==> config.mk <==
export PLATFORM = sky130hd
export DESIGN_NAME = pipeline_hazard_ctrl
export DESIGN_NICKNAME = d
export VERILOG_FILES = /design/src/rtl/pipeline_hazard_ctrl.sv
export SDC_FILE = /design/constraint.sdc
export NUM_CORES = 1
export LEC_CHECK = 0
export BUFFER_PORTS_ARGS = -buffer_cell sky130_fd_sc_hd__buf_2
export CAP_MARGIN = 0
export CORE_UTILIZATION = 46
export CTS_BUF_LIST = sky130_fd_sc_hd__clkbuf_2
export CTS_CLUSTER_SIZE = 8
export DETAILED_ROUTE_END_ITERATION = 12
export GPL_ROUTABILITY_DRIVEN = 0
export PLACE_DENSITY = 0.73
export SLEW_MARGIN = 25
export SYNTH_ARGS = -nofsm -noshare
export SYNTH_HDL_FRONTEND = slang
export SYNTH_SLANG_ARGS = --single-unit
==> constraint.sdc <==
create_clock -name clk -period 4.1 [get_ports clk]
set_input_delay 0.82 -clock clk [delete_from_list [all_inputs] [get_ports clk]]
set_output_delay 0.82 -clock clk [all_outputs]
set_load 0.01 [all_outputs]
==> src/rtl/pipeline_hazard_ctrl.sv <==
// Hazard and sequencing controller for a 5-stage MIPS pipeline: load-use stalls,
// MEM-stage branch flushes, multi-cycle data-memory freeze, and saturating perf counters.
module pipeline_hazard_ctrl #(
    parameter int unsigned MEM_TIMEOUT = 16,
    parameter int unsigned CNT_W       = 16
) (
    input  logic             clk,
    input  logic             rst_n,
    input  logic [4:0]       id_rs,
    input  logic [4:0]       id_rt,
    input  logic             id_uses_rt,
    input  logic             idex_mem_read,
    input  logic [4:0]       idex_rt,
    input  logic             exmem_branch,
    input  logic             exmem_zero,
    input  logic             exmem_mem_read,
    input  logic             exmem_mem_write,
    input  logic             dmem_ack,
    output logic             dmem_req,
    output logic             pc_write,
    output logic             ifid_write,
    output logic             idex_write,
    output logic             exmem_write,
    output logic             ifid_flush,
    output logic             idex_flush,
    output logic             exmem_flush,
    output logic             memwb_bubble,
    output logic             pcsrc,
    output logic             err,
    output logic [CNT_W-1:0] stall_cnt,
    output logic [CNT_W-1:0] flush_cnt
);

    localparam int unsigned WC_W = (MEM_TIMEOUT > 1) ? $clog2(MEM_TIMEOUT) : 1;

    typedef enum logic [1:0] {
        StRun,
        StMemWait,
        StError
    } state_e;

    state_e           state_q;
    logic [WC_W-1:0]  wait_cnt_q;
    logic             err_q;
    logic [CNT_W-1:0] stall_cnt_q;
    logic [CNT_W-1:0] flush_cnt_q;

    logic req;
    logic taken;
    logic lu;
    logic in_err;
    logic freeze;
    logic do_flush;
    logic do_lu;
    logic wait_last;

    always_comb begin
        req       = exmem_mem_read | exmem_mem_write;
        taken     = exmem_branch & exmem_zero;
        lu        = idex_mem_read & (idex_rt != 5'd0) &
                    ((idex_rt == id_rs) | (id_uses_rt & (idex_rt == id_rt)));
        in_err    = (state_q == StError);
        freeze    = ((state_q == StRun) & req & ~dmem_ack) |
                    ((state_q == StMemWait) & ~dmem_ack);
        // Branch and load-use only act when the pipeline is actually advancing.
        do_flush  = ~in_err & ~freeze & taken;
        do_lu     = ~in_err & ~freeze & ~taken & lu;
        wait_last = (wait_cnt_q == WC_W'(MEM_TIMEOUT - 1));
    end

    always_comb begin
        dmem_req     = 1'b0;
        pc_write     = 1'b0;
        ifid_write   = 1'b0;
        idex_write   = 1'b0;
        exmem_write  = 1'b0;
        ifid_flush   = 1'b0;
        idex_flush   = 1'b0;
        exmem_flush  = 1'b0;
        memwb_bubble = 1'b0;
        pcsrc        = 1'b0;
        if (rst_n) begin
            dmem_req    = req & ~in_err;
            pc_write    = 1'b1;
            ifid_write  = 1'b1;
            idex_write  = 1'b1;
            exmem_write = 1'b1;
            if (in_err || freeze) begin
                pc_write     = 1'b0;
                ifid_write   = 1'b0;
                idex_write   = 1'b0;
                exmem_write  = 1'b0;
                memwb_bubble = 1'b1;
            end else if (do_flush) begin
                pcsrc       = 1'b1;
                ifid_flush  = 1'b1;
                idex_flush  = 1'b1;
                exmem_flush = 1'b1;
            end else if (do_lu) begin
                pc_write   = 1'b0;
                ifid_write = 1'b0;
                idex_flush = 1'b1;
            end
        end
    end

    always_ff @(posedge clk or negedge rst_n) begin
        if (!rst_n) begin
            state_q    <= StRun;
            wait_cnt_q <= '0;
            err_q      <= 1'b0;
        end else begin
            unique case (state_q)
                StRun: begin
                    if (req && !dmem_ack) begin
                        state_q    <= StMemWait;
                        wait_cnt_q <= '0;
                    end
                end
                StMemWait: begin
                    if (dmem_ack) begin
                        state_q <= StRun;
                    end else if (wait_last) begin
                        state_q <= StError;
                        err_q   <= 1'b1;
                    end else begin
                        wait_cnt_q <= wait_cnt_q + WC_W'(1);
                    end
                end
                StError: begin
                    state_q <= StError;
                end
                default: begin
                    state_q <= StRun;
                end
            endcase
        end
    end

    always_ff @(posedge clk or negedge rst_n) begin
        if (!rst_n) begin
            stall_cnt_q <= '0;
            flush_cnt_q <= '0;
        end else begin
            if ((freeze || do_lu) && (stall_cnt_q != '1)) begin
                stall_cnt_q <= stall_cnt_q + CNT_W'(1);
            end
            if (do_flush && (flush_cnt_q != '1)) begin
                flush_cnt_q <= flush_cnt_q + CNT_W'(1);
            end
        end
    end

    assign err       = err_q;
    assign stall_cnt = stall_cnt_q;
    assign flush_cnt = flush_cnt_q;

endmodule

## Yosys cells after proc, flatten, opt, wreduce, memory -nomap -nowiden

Index checks and enable logic that the tools add are counted.

- Register bits after elaboration: 39
- Bits of input ports: 24
- Word-level logic and storage cells: 74
- Output and inout bits: 43

- Reductions and logical operators: 12
- Bitwise logic cells: 19
- Multiplexer cells: 24
- Equality and inequality tests: 11
- Add/sub/neg operators: 3

Operators with widths:

| cell | count |
|---|---|
| adder 16 x 1 -> 16 bit, second input constant | 2 |
| != test 16 bit, second input constant | 2 |
| two-way mux 1 bit | 16 |
| AND 1 bit | 12 |
| two-way mux 4 bit | 3 |
| equality test 5 bit | 2 |
| case mux 4 bit (2 select lines) | 1 |
| two-way mux 2 bit | 3 |
| case mux 2 bit (3 select lines) | 1 |
| nonzero test 5 bit | 1 |
| adder 4 x 1 -> 4 bit, second input constant | 1 |
| equality test 4 bit, second input constant | 1 |
| != test 2 bit, second input constant | 2 |
| inverter 1 bit | 4 |
| AND reduction 4 bit | 1 |
| logical AND 1 bit | 3 |
| != test 3 bit, second input constant | 1 |
| OR 1 bit | 3 |
| AND reduction 3 bit | 1 |
| equality test 2 x 1 -> 1 bit, second input constant | 1 |
| equality test 2 bit, second input constant | 1 |
| logical NOT 2 bit | 1 |
| logical OR 1 bit | 2 |
| != test 2 x 1 -> 1 bit, second input constant | 1 |
| other kinds (3) | 3 |

## Depth between registers and ports, before layout

Gate-level depths: netlist of run 1.

- Depth after elaboration: 12
- Mapped depth: 8
- Mapped depth without buffers: 7

## Least setup slack after synthesis of run 1

Ideal clock, no wire load.

- Path kind: input-to-output
- Start: input port idex_rt[1]
- End: output port pc_write
- Stages on the path: 5
- Buffers on the path: 1
- Arrival time: 2.087 ns
- Path slack: 1.193 ns
- Cells stage by stage: or4_1 > o211ai_1 > nor2_4 > a21oi_1 > buf_4

- Cells in the longest elaborated chain, start to end: 9

Ends and longest elaborated chain:

| item | RTL line | RTL |
|---|---|---|
| from (decl) | 13 | `input logic [4:0] idex_rt,` |
| equality test 5 bit | 61 | `((idex_rt == id_rs) \| (id_uses_rt & (idex_rt == id_rt)));` |
| AND 1 bit | 61 |  |
| OR 1 bit | 61 |  |
| AND 1 bit * | 60 | `lu = idex_mem_read & (idex_rt != 5'd0) &` |
| AND 1 bit * | 67 | `do_lu = ~in_err & ~freeze & ~taken & lu;` |
| two-way mux 1 bit * (4 in series) | - |  |
| to (decl) | 20 | `output logic pc_write,` |

Mark *: on every way between the ends. The rest lies on a longest branch, timed or not.

## Worst setup path after layout of run 1

- Start: input port idex_rt[1]
- End: output port pc_write

- Cells in the longest elaborated chain, start to end: 9

Ends and longest elaborated chain:

| item | RTL line | RTL |
|---|---|---|
| equality test 5 bit | 61 |  |
| AND 1 bit | 61 |  |
| OR 1 bit | 61 |  |
| AND 1 bit * | 60 |  |
| AND 1 bit * | 67 |  |
| two-way mux 1 bit * | 99 | `end else if (do_lu) begin` |
| two-way mux 1 bit * | 94 | `end else if (do_flush) begin` |
| two-way mux 1 bit * | 88 | `if (in_err \|\| freeze) begin` |
| two-way mux 1 bit * | 82 | `if (rst_n) begin` |

Marked as above.

==> results of run 1 <==
==> critical path, cell delays in order <==
cell      delay [ns]
buf_2           0.12
or4_1           0.51
o211ai_1        0.28
nor2_4          0.06
a21oi_1         0.21
buf_2           0.17
==> worst min path at each step <==
| stage | start | end |
|---|---|---|
| 3_5_place_dp | err$_DFFE_PN0P_ | err$_DFFE_PN0P_ |
| 5_1_grt | rst_n | wait_cnt_q[3]$_DFFE_PN0P_ |
| 3_3_place_gp | err$_DFFE_PN0P_ | err$_DFFE_PN0P_ |
| 4_1_cts | rst_n | stall_cnt[8]$_DFFE_PN0P_ |
| 2_1_floorplan | wait_cnt_q[0]$_DFFE_PN0P_ | wait_cnt_q[0]$_DFFE_PN0P_ |
| 6_report | rst_n | stall_cnt[8]$_DFFE_PN0P_ |
==> metal layers <==
metal	global-route usage [%]	up-vias	part of all wire [%]
met1	24.5	777	47
met4	6.35	0	1.2
met3	5.52	4	3.9
met5	0	-	0
met2	29.8	39	48
li1	-	834	-
==> where the power goes <==
part           leakage (nW)  internal [mW]  switching, mW
clock network        0.0281         0.0411          0.117
registers             0.512          0.455         0.0887
logic                 0.701          0.136          0.144
==> cells in the mapped netlist, types with 2 or more instances <==
library cell / instances / area [sq um]
xor2_1: 20 / 175
a21oi_1: 3 / 15.0
and4_1: 2 / 17.5
nor4b_1: 3 / 26.3
nor3b_1: 3 / 22.5
or3_1: 2 / 12.5
nand3_1: 18 / 90.1
ha_1: 3 / 37.5
nand2b_1: 2 / 12.5
nor3_1: 8 / 40.0
inv_1: 3 / 11.3
xnor2_1: 18 / 158
o21ai_0: 4 / 20.0
buf_6: 2 / 22.5
and3_1: 4 / 25.0
dfrtp_1: 39 / 976
and2_1: 3 / 18.8
mux2_2: 4 / 45.0
buf_4: 4 / 30.0
nand2_1: 17 / 63.8
nand4_1: 6 / 37.5
nor2_1: 10 / 37.5
==> sequential cells by signal, summed over array words and instances, names as in the netlist <==
| register | flops |
|---|---|
| flush_cnt | 16 |
| err | 1 |
| stall_cnt | 16 |
| state_q | 2 |
| wait_cnt_q | 4 |
==> kinds of logic after synthesis <==
kind of cell / Yosys count / synth area share, %
AOI/OAI and AO/OA: 16 / 5.52
xor gates and xnor gates: 38 / 16.0
adders and majority gates: 3 / 1.80
buffers and inverters: 9 / 3.06
DFF: 39 / 46.8
muxes: 5 / 2.64
and+or+nand+nor: 88 / 24.2
==> stage by stage <==
stage               utilization, %  power (mW)  cells
CTS                           56.8       0.998    319
global route                  56.8        1.05    319
detailed placement            55.9       0.834    311
finish                        56.8       0.982    319
floorplan                        -       0.714    198
global placement              55.9       0.826    311
==> cell type report <==
cell class	instances	area, sq um	area share (%)
Multi-Input combinational cell	150	1040	42.3
Clock buffer	6	30.0	1.21
Clock inverter	2	7.51	0.304
Sequential cell	39	976	39.5
Inverter	3	11.3	0.455
Tap cell	52	65.1	2.63
Timing Repair Buffer	67	338	13.7
==> metrics, run 1 <==
Arr. time, crit path 2.17 ns; input/output buffers 66; DP HPWL 3.16 mm; Pre-antenna DRT Iters 4; commonest non-fill, non-tap cell in the layout buf_2; Die Height 69.3 um; 1st-iter DRT viols 66; Starting Density 47.9%; Slew @ Worst Pin 0.734 ns; Post-synth EDFFs 0; total track usage 18.8%; Max rail drop VDD 0.346 mV; Crit. Startpoint idex_rt[1]; number of fill cells 393; max_cap viols 0; antenna violations before repair 0; status complete, no violations; Rows 24; Hold Violations, Final 0; RSZ-0062 raised after global routing no; largest net degree at the start of global routing 23; commonest cells after routing, fill and taps aside 66 x buf_2, 39 x dfrtp_1, 20 x xor2_1, 18 x xnor2_1, 18 x nand3_1; Longest Clk Path Bufs 2; Synthesized Nets 225; worst reg2reg setup slack 1.67 ns; post-cts resize count 0; Core ar. 4350 sq um; Crit Reg-Reg Startpoint state_q[1]$_DFFE_PN0P_; Hold WS 0.333 ns; share of layout cells above drive strength 1 31.8%; Setup TNS 0 ns; Synth Flop Type dfrtp_1; Cell Area, Synth 2080 sq um; clk root buf clkbuf_2; via count 1,654; WL per Instance 12.9 um; worst setup path category input port to output port; PwrDens 397 nW/um^2; leak pwr 1.24 nW; total CTS buffers 5; Worst slew margin 51.0%; Min Clock Period, post-route 2.99 ns; Area Growth Syn to Fin 18.6%; Hold Buf Count CTS 0; post-synth cell types 42; Vias/cell 5.18; Warnings, synthesis 0; ys async rst share 100%; Syn Area/Cell 10.5 sq um; H-tree depth 2; critical path required time 3.28 ns; Routed Antenna Nets 0; Placed Area 2430 sq um; CP Capture Type output port; vias in the first global route 1,543; final net count 293; Post-Place Worst Slack 1.09 ns; register area share after synthesis 46.8%; TritonCTS clock tree built; detailed-route DRC error count 0; Reg clk slew, reported paths 0.20 ns; Setup crit end pc_write; die area 4800 sq um; Slew Limit Fails 0; I/O pin cnt 67; Worst setup SP type input port; # diodes 0; Final Cell Area 2470 sq um; endpoints failing setup 0; Clk Latency, worst-skew pair 0.38 ns; Yosys reg bits 39; Synth Instances 198; CP Max Fanout 3; aggregate global routing overflow 0; first-pass GRT wire length 7.13 mm; setup bufs post-CTS 0; class of the worst hold path input port to asynchronous set/reset pin; R2R Path End stall_cnt[1]$_DFFE_PN0P_; Die Wd 69.3 um; Worst Reg-to-Reg Cells 6; final setup margin 1.11 ns; Max Clk Rate 335 MHz; final wirelength 4.12 mm; # clock sinks 39; Final period util 72.9%; clk_skew 0.0223 ns
Note: power is estimated with default switching activity, not from simulation.
==> inputs of run 2 (changes only) <==
--- a/config.mk
+++ b/config.mk
@@ -5,6 +5,7 @@
 export SDC_FILE = /design/constraint.sdc
 export NUM_CORES = 1
 export LEC_CHECK = 0
+export ABC_AREA = 1
 export BUFFER_PORTS_ARGS = -buffer_cell sky130_fd_sc_hd__buf_2
 export CAP_MARGIN = 0
 export CORE_UTILIZATION = 46
@@ -12,7 +13,7 @@
 export CTS_CLUSTER_SIZE = 8
 export DETAILED_ROUTE_END_ITERATION = 12
 export GPL_ROUTABILITY_DRIVEN = 0
-export PLACE_DENSITY = 0.73
+export PLACE_DENSITY = 0.74
 export SLEW_MARGIN = 25
 export SYNTH_ARGS = -nofsm -noshare
 export SYNTH_HDL_FRONTEND = slang
==> constraint.sdc (replaced) <==
create_clock -name clk -period 2.5 [get_ports clk]
set_input_delay 0.5 -clock clk [delete_from_list [all_inputs] [get_ports clk]]
set_output_delay 0.5 -clock clk [all_outputs]
set_load 0.01 [all_outputs]
==> run 2 against run 1 <==
Effect of this change: sequential share of layout area fell by 7.1 points; sequential power is 55% higher; register-to-register slack lost 1.1 ns; clock power increased by 140%; sequential cell count stayed put; first-iteration DRC count grew 24%; hold slack worse by 0.15 ns; worst setup slack got worse by 0.91 ns; critical endpoint unchanged; largest cell class unchanged.
==> metrics, run 2 <==
ys async rst share 100% (unchanged); # clock sinks 39 (unchanged); top cell type's share of synthesized area 37.5% (-9.3 points); Rows 27 (+13%); Hold Violations, Final 0 (unchanged); leak pwr 1.66 nW (+34%); Hold Buf Count CTS 0 (unchanged); top post-synthesis cells by count 122 x nand2_1, 42 x inv_1, 39 x dfrtp_1; Final period util 91.9%; Slew @ Worst Pin 0.505 ns (-0.229 ns); antenna violations before repair 0 (unchanged); total track usage 20.4% (+1.6 points); Core ar. 5470 sq um (+26%); Setup TNS 0 ns (unchanged); GR peak layer met2; mux contribution to synthesized area 0% (-2.6 points); Slew Limit Fails 0 (unchanged); Cell Area, Synth 2600 sq um (+25%); input/output buffers 66 (unchanged); CP Max Fanout 4 (+1); first-pass GRT wire length 9.88 mm (+39%); Min Clock Period, post-route 2.30 ns; Worst setup SP type flip-flop; # diodes 0 (unchanged); clk root buf clkbuf_2; post-synth cell types 28 (-33%); Max Clk Rate 435 MHz; Reg clk slew, reported paths 0.22 ns (+0.02 ns); Synth Flop Type dfrtp_1; Starting Density 47.5% (-0.34 points); PwrDens 568 nW/um^2 (+43%); share of layout cells above drive strength 1 26.1% (-5.7 points); XOR/XNOR Fraction of Synth Area 8.08% (-7.9 points); vias in the first global route 2,280 (+48%); CP Capture Type output port; 1st-iter DRT viols 82 (+24%); Longest Clk Path Bufs 2 (unchanged); Arr. time, crit path 1.80 ns (-0.37 ns); Slowest-stage cell, CP dfrtp_1; Crit Reg-Reg Startpoint stall_cnt[0]$_DFFE_PN0P_; post-cts resize count 0 (unchanged); class of the worst hold path input port to asynchronous set/reset pin; simple-gate share of the synthesized area 40.0% (+16 points); R2R Path End stall_cnt[1]$_DFFE_PN0P_; CP delay by family, top flip-flops; H-tree depth 2 (unchanged); worst setup path category flip-flop to output port; WL per Instance 11.1 um (-14%); aggregate global routing overflow 0 (unchanged); worst reg2reg setup slack 0.56 ns (-1.11 ns); Clk Latency, worst-skew pair 0.40 ns (+0.02 ns); RSZ-0062 raised after global routing no; TritonCTS clock tree built; Warnings, synthesis 0 (unchanged); Overall Power 1.71 mW (+74%); setup bufs post-CTS 0 (unchanged); Routed Antenna Nets 0 (unchanged); top-count cell post-synth nand2_1; Worst Reg-to-Reg Cells 7 (+1); slowest cell delay on critical path 0.43 ns (-0.08 ns); Yosys reg bits 39 (unchanged); total CTS buffers 5 (unchanged); status complete, no violations; Synth area leader dfrtp_1; DP HPWL 4.11 mm (+30%); Area Growth Syn to Fin 15.8%; final net count 447 (+53%); largest net degree at the start of global routing 40 (+74%); Synth Instances 354 (+79%); met3 Use GR 4.40% (-1.1 points); Cell Chain, Critical Path inv_1 -> nor2_2 -> nand2_2 -> nand2_2 -> inv_2 -> nand2_4 -> nor2_1 -> a21boi_0 -> buf_2; largest family of logic cells by synthesized area simple AND/OR/NAND/NOR gates; cell mode on critical path nand2_2; via count 2,371 (+43%); Max rail drop VDD 0.356 mV (+2.9%); Worst slew margin 66.3% (+15 points); Adder-Cell Fraction of Synth Area 1.44% (-0.36 points); Pre-antenna DRT Iters 4 (unchanged); commonest non-fill, non-tap cell in the layout nand2_1; final wirelength 5.46 mm (+33%); Buf/Inv on CP 3 (+1); Syn Area/Cell 7.35 sq um (-30%); met1 GRT Util 26.3% (+1.8 points); Synthesized Nets 381 (+69%); register area share after synthesis 37.5% (-9.3 points); compound-cell area share of the yosys netlist 2.93% (-2.6 points); critical path required time 2.00 ns (-1.28 ns); max_cap viols 0 (unchanged); Hold WS 0.179 ns (-0.153 ns); dominant cells by area after synthesis dfrtp_1 38%, nand2_1 18%, inv_1 6.1%; endpoints failing setup 0 (unchanged); commonest cells after routing, fill and taps aside 122 x nand2_1, 66 x buf_2, 42 x inv_1, 39 x dfrtp_1, 34 x nor2_1; clk_skew 0.0169 ns (-0.00542 ns); Post-synth EDFFs 0 (unchanged); M2 GR Usage 34.6% (+4.8 points); Die Height 77.2 um (+11%); die area 5960 sq um (+24%); Vias/cell 4.81 (-7.2%); Die Wd 77.2 um (+11%); detailed-route DRC error count 0 (unchanged); I/O pin cnt 67 (unchanged)
run 2: final cells by class:
class	instances	area [sq um]
clock inverters	3	38.8
inverters	46	173
repair buffers	68	345
flip-flops and latches	39	976
clock buffers	5	25.0
multi-input cells	260	1370
well taps	72	90.1
fillers	552	2460
run 2: cell families (layout without fill, tap and decap cells):
logic type | after synthesis | after routing
buffers and inverters | 55 | 122
XOR/XNOR | 24 | 24
flip-flops | 39 | 39
AO/OA/AOI/OAI | 12 | 12
adder cells (fa/ha/maj) | 3 | 3
AND/OR/NAND/NOR | 221 | 221
run 2: worst max path at each step:
stage,depth (start not counted),to,start
detailed placement,10,pc_write,exmem_mem_read
floorplan,9,pc_write,exmem_mem_read
global route,9,pc_write,state_q[0]$_DFFE_PN0P_
global placement,10,pc_write,exmem_mem_read
finish,9,pc_write,state_q[0]$_DFFE_PN0P_
CTS,9,pc_write,state_q[0]$_DFFE_PN0P_
run 2: routing by layer:
layer / share of wire, % / routed length [um] / vias to the layer above
li1: - / - / 1221
met1: 47 / 2570 / 1098
met2: 49 / 2660 / 46
met3: 3.4 / 186 / 6
met4: 0.64 / 35 / 0
met5: 0 / 0 / -
run 2: where the power goes:
group          internal [mW]  switching [mW]
combinational          0.201           0.276
sequential             0.723           0.121
clock                  0.164           0.224
run 2: metrics by stage:
stage	util [%]	std cells	instance area, sq um	worst slack [ns]
final	55.1	493	3010	0.202
after CTS	55.1	493	3010	0.166
after global routing	55.1	493	3010	0.0156
after floorplan	-	354	2600	0.310
after global placement	53.9	485	2950	0.485
after detailed placement	53.9	485	2950	0.424
